$ cat config.mk
export PLATFORM = sky130hd
export DESIGN_NAME = pipe_ctrl
export DESIGN_NICKNAME = d
export VERILOG_FILES = /design/src/rtl/pipe_ctrl_pkg.sv /design/src/rtl/pipe_ctrl.sv
export SDC_FILE = /design/constraint.sdc
export NUM_CORES = 1
export LEC_CHECK = 0
export CORE_MARGIN = 2
export CORE_UTILIZATION = 33
export CTS_BUF_LIST = sky130_fd_sc_hd__clkbuf_16
export CTS_CLUSTER_DIAMETER = 100
export CTS_CLUSTER_SIZE = 20
export DETAILED_ROUTE_END_ITERATION = 16
export PLACE_DENSITY = 0.85
export SLEW_MARGIN = 20
export SYNTH_ARGS = -nofsm -noshare
export SYNTH_HDL_FRONTEND = slang
export SYNTH_SLANG_ARGS = --single-unit
$ cat constraint.sdc
create_clock -name clk -period 2.6 [get_ports clk]
set_input_delay 0.52 -clock clk [delete_from_list [all_inputs] [get_ports clk]]
set_output_delay 0.52 -clock clk [all_outputs]
set_load 0.01 [all_outputs]
$ cat src/rtl/pipe_ctrl_pkg.sv
// Shared core definitions: stall-level encodings and bus widths used by the
// pipeline control block and the stages it steers.
package pipe_ctrl_pkg;

  typedef logic [2:0]  Hold_Flag_Bus;
  typedef logic [31:0] RegBus;
  typedef logic [31:0] InstAddrBus;

  localparam InstAddrBus   ZeroWord  = 32'h0000_0000;

  // id_ex inserts a bubble whenever the level is >= Hold_Id
  localparam Hold_Flag_Bus Hold_None = 3'd0;
  localparam Hold_Flag_Bus Hold_Pc   = 3'd1;
  localparam Hold_Flag_Bus Hold_If   = 3'd2;
  localparam Hold_Flag_Bus Hold_Id   = 3'd3;

  localparam int STALL_CNT_W = 16;

endpackage

$ cat src/rtl/pipe_ctrl.sv
// Pipeline control: arbitrates redirects and stall sources into one hold level
// and a PC redirect, and counts stalled cycles.
module pipe_ctrl
  import pipe_ctrl_pkg::*;
(
  input  logic                   clk,
  input  logic                   rst,
  input  logic                   jump_flag_i,
  input  InstAddrBus             jump_addr_i,
  input  logic                   int_assert_i,
  input  InstAddrBus             int_addr_i,
  input  logic                   hold_ex_i,
  input  logic                   hold_bus_i,
  input  logic                   load_use_i,
  output Hold_Flag_Bus           hold_flag_o,
  output logic                   jump_flag_o,
  output InstAddrBus             jump_addr_o,
  output logic [STALL_CNT_W-1:0] stall_cnt_o
);

  localparam logic [1:0] RUN    = 2'd0;
  localparam logic [1:0] FLUSH  = 2'd1;
  localparam logic [1:0] EXWAIT = 2'd2;

  logic [1:0]             state;
  logic [1:0]             state_nxt;
  logic                   lu_flag;
  logic                   lu_flag_nxt;
  logic                   lu_fire;
  logic                   low_fire;
  Hold_Flag_Bus           low_lvl;
  logic [STALL_CNT_W-1:0] stall_cnt;

  function automatic logic [STALL_CNT_W-1:0] sat_inc(input logic [STALL_CNT_W-1:0] v);
    return (v == {STALL_CNT_W{1'b1}}) ? v : v + 1'b1;
  endfunction

  // Sources below the EX stall: bus wait, then a single load-use bubble
  always_comb begin
    low_lvl  = Hold_None;
    low_fire = 1'b0;
    if (hold_bus_i) begin
      low_lvl = Hold_Pc;
    end else if (load_use_i && !lu_flag) begin
      low_lvl  = Hold_If;
      low_fire = 1'b1;
    end
  end

  always_comb begin
    hold_flag_o = Hold_None;
    jump_flag_o = 1'b0;
    jump_addr_o = ZeroWord;
    state_nxt   = state;
    lu_fire     = 1'b0;
    if (rst) begin
      state_nxt = RUN;
    end else if (int_assert_i) begin
      hold_flag_o = Hold_Id;
      jump_flag_o = 1'b1;
      jump_addr_o = int_addr_i;
      state_nxt   = FLUSH;
    end else if (jump_flag_i) begin
      hold_flag_o = Hold_Id;
      jump_flag_o = 1'b1;
      jump_addr_o = jump_addr_i;
      state_nxt   = FLUSH;
    end else begin
      case (state)
        FLUSH: begin
          hold_flag_o = Hold_Id;
          state_nxt   = RUN;
        end
        EXWAIT: begin
          if (hold_ex_i) begin
            hold_flag_o = Hold_Id;
          end else begin
            hold_flag_o = low_lvl;
            lu_fire     = low_fire;
            state_nxt   = RUN;
          end
        end
        default: begin
          state_nxt = RUN;
          if (hold_ex_i) begin
            hold_flag_o = Hold_Id;
            state_nxt   = EXWAIT;
          end else begin
            hold_flag_o = low_lvl;
            lu_fire     = low_fire;
          end
        end
      endcase
    end
  end

  // The flag stays armed for as long as the same hazard keeps load_use_i high
  assign lu_flag_nxt = load_use_i & (lu_flag | lu_fire);

  always_ff @(posedge clk) begin
    if (rst) begin
      state     <= RUN;
      lu_flag   <= 1'b0;
      stall_cnt <= '0;
    end else begin
      state   <= state_nxt;
      lu_flag <= lu_flag_nxt;
      if (hold_flag_o != Hold_None) begin
        stall_cnt <= sat_inc(stall_cnt);
      end
    end
  end

  assign stall_cnt_o = stall_cnt;

endmodule

==> impl_results.md <==
- Max Cap Violations: 0
- Clk_skew: 0.00231 ns
- Worst hold path type: flip-flop to flip-flop
- Max Root-Sink Buffers: 2
- Worst R2R Setup Slack: 0.33 ns
- Reg2Reg Depth: 5
- Worst EP arrival: 1.96 ns
- Hold wc startpoint: stall_cnt_o[5]
- CP Capture Type: output pin
- Critical Path RT: 2.08 ns
- Worst Hold Depth: 2
- R2R Path Start: stall_cnt_o[0]
- Sequential fraction of the synthesis area: 25.0%
- Core ar.: 0.00438 mm²
- Hold slack: 0.486 ns
- Dpl ws: -0.160 ns
- Yosys warns: 0
- Ys flop type: dfxtp_1
- I/O Buffers: 121
- Outcome: completed
- Tcrit/Tclk final: 95.3%
- Synth Register Bits: 19
- Setup violations, final: 0
- Initial antenna violation count: 0
- Fin area: 0.00289 mm²
- Nets: 397
- DP Wirelength: 4.09 mm
- Static Leak: 1.18 nW
- Die Y: 71.9 µm
- Post-Layout Cell Count: 374
- Hold path endpoint: stall_cnt_o[5]
- Die span in x: 71.9 µm
- Clock H-tree levels: 1
- Cells after Synth: 201
- Routed len/inst: 14.3 µm
- FF-to-FF End: stall_cnt_o[6]
- Global route overflow: 0
- Yosys cell types: 38
- CP peak stage delay: 0.54 ns
- Clock sinks: 19
- I/O pins: 123
- Antenna-violating nets left: 0
- Mapped Area: 0.00152 mm²
- TritonRoute pass-1 iters: 4
- Hold_buf cts: 0
- Area after DPL: 0.00284 mm²
- Cell Chain, Critical Path: clkdlybuf4s50_1, or4_4, a21oi_1, nor2_1, dlygate4sd2_1
- Clock Tree Root: clkbuf_16
- Least-Margin Pin Slew: 0.786 ns
- RSZ-0062 raised after global routing: false
- PwrDens: 319 mW/mm²
- Worst-Skew Late Latency: 0.25 ns
- Peak VDD IR: 0.196 mV
- Vias per cell: 5.40
- Share of cells above drive strength 1: 9.63%
- Num CTS Buffers: 3
- Postcts setup bufs: 0
- Crit path launch type: input port
- GP Congestion: 0.795
- Crit path max-delay family: buffers and inverters
- Syn Nets: 275
- Crit-path slowest cell: or4_4
- Max-slew headroom: 47.6%
- Final Hold Fails: 0
- Number of global-route vias before repair: 2009
- Largest net degree at the start of global routing: 59
- Layout area overhead: 90.0%
- F_max: 404 MHz
- Post-route setup slack: 0.123 ns
- All-Layer GR Usage: 20.7%
- Critical path type: input port to output pin
- # diodes: 0
- CTS tree: built
- Max-slew violation count: 0
- Vias: 2019
- Avg Cell Area, Syn: 7.56 µm²
- Die area: 0.00517 mm²
- CTS clk-pin slew, worst paths: 0.06 ns
- First-pass GRT wire length: 8.76 mm
- Commonest non-fill, non-tap cell in the layout: clkdlybuf4s50_1
- DR DRC count: 0
- Standard-cell rows: 24
- Sum of negative setup slack: 0 ns
- Crit Path Max Fanout: 3
- Drt total wl: 5.34 mm
- Fin crit period: 2.48 ns
- Initial Util: 34.7%
- Post-synth EDFFs: 0
- Buffers & Inverters on Critical Path: 2
- 1st-iter DRT viols: 157
- Synth async-reset ratio: 0%
- Most frequent cells in the layout: clkdlybuf4s50_1 (85), nor2_1 (41), dlygate4sd2_1 (34)
- Placed insts: 370
-- cell families after synthesis --
kind of cell,count (synthesis),share of synthesized area (%)
flops,19,25.0
buf+inv,25,7.65
fa+ha+maj,3,2.47
simple gates,88,31.3
compound gates,60,29.2
mux,5,4.12
other cells,1,0.247
-- Yosys cell counts (2+ instances only) --
library cell  instances  area, µm²
or3_1                 2       12.5
buf_1                 3       11.3
o21ai_0               3       15.0
mux2_1                2       22.5
dfxtp_1              19        380
buf_6                 2       22.5
nor2b_1               6       37.5
buf_2                 3       15.0
nor3b_1               2       15.0
mux2_4                2       30.0
inv_1                 5       18.8
ha_1                  3       37.5
clkbuf_1             11       41.3
nand3_1               5       25.0
nor3_2                2       20.0
and4_1                4       35.0
and3_1                2       12.5
a21oi_1              13       65.1
o31ai_1               8       60.1
and2_1                2       12.5
nand4_1               3       18.8
nor2_1               42        158
a22oi_1              32        240
or4_1                 8       60.1
nand2_1               4       15.0
-- worst min-delay path, cell delays in order, from the launching register on --
cell	delay (ns)
dfxtp_1	0.32
o31ai_1	0.06
a21oi_1	0.05
-- per-layer routing --
metal | global-route usage, % | wire [µm] | vias to the layer above | share of wire, %
met5 | 0 | 0 | - | 0
met4 | 7.97 | 97 | 0 | 1.8
met3 | 4.08 | 339 | 9 | 6.3
met2 | 38.5 | 2840 | 83 | 53
met1 | 22.9 | 2070 | 940 | 39
li1 | - | - | 987 | -
-- power by group --
| part | leakage [nW] | total (W) | switching, W | internal, W |
|---|---|---|---|---|
| sequential | 0.154 | 0.000305 | 0.00000803 | 0.000297 |
| clock | 0.0423 | 0.000320 | 0.000115 | 0.000205 |
| combinational | 0.989 | 0.000297 | 0.000115 | 0.000183 |
| total | 1.18 | 0.000923 | 0.000238 | 0.000685 |
-- per-stage QoR --
step,utilization (%),power (W)
2_1_floorplan,-,0.000422
3_3_place_gp,64.8,0.000625
3_5_place_dp,64.8,0.000630
4_1_cts,65.8,0.000929
5_1_grt,65.9,0.000966
6_report,65.9,0.000923
-- how the worst max path moves through the flow --
stage | slack (ns) | end | depth (start not counted) | startpoint
floorplan | 0.47 | stall_cnt_o[15] | 6 | int_assert_i
global placement | -0.14 | hold_flag_o[0] | 5 | int_assert_i
detailed placement | -0.16 | jump_addr_o[24] | 7 | int_assert_i
CTS | 0.01 | jump_flag_o | 6 | int_assert_i
global route | 0.04 | hold_flag_o[1] | 5 | hold_ex_i
finish | 0.12 | hold_flag_o[1] | 5 | hold_ex_i
-- sequential cells by signal, indices dropped and copies added, names as in the netlist --
signal,cells
lu_flag,1
stall_cnt_o,16
state,2
-- timing repair --
item | 4_1_cts | 5_1_grt
pin swaps | 0 | 1
gates resized for setup | 35 | 2
setup endpoints to repair | 34 | 3
-- final cells by class --
cell class                 instances  area [µm²]
sequential                        19         380
clock inverter                     1        3.75
tap                               52        65.1
multi-input combinational        157        1030
clock buffer                       3        75.1
inverter                           5        18.8
timing repair buffer             137        1310
fill                             397        1500
Power figures use the tool's default switching activity.
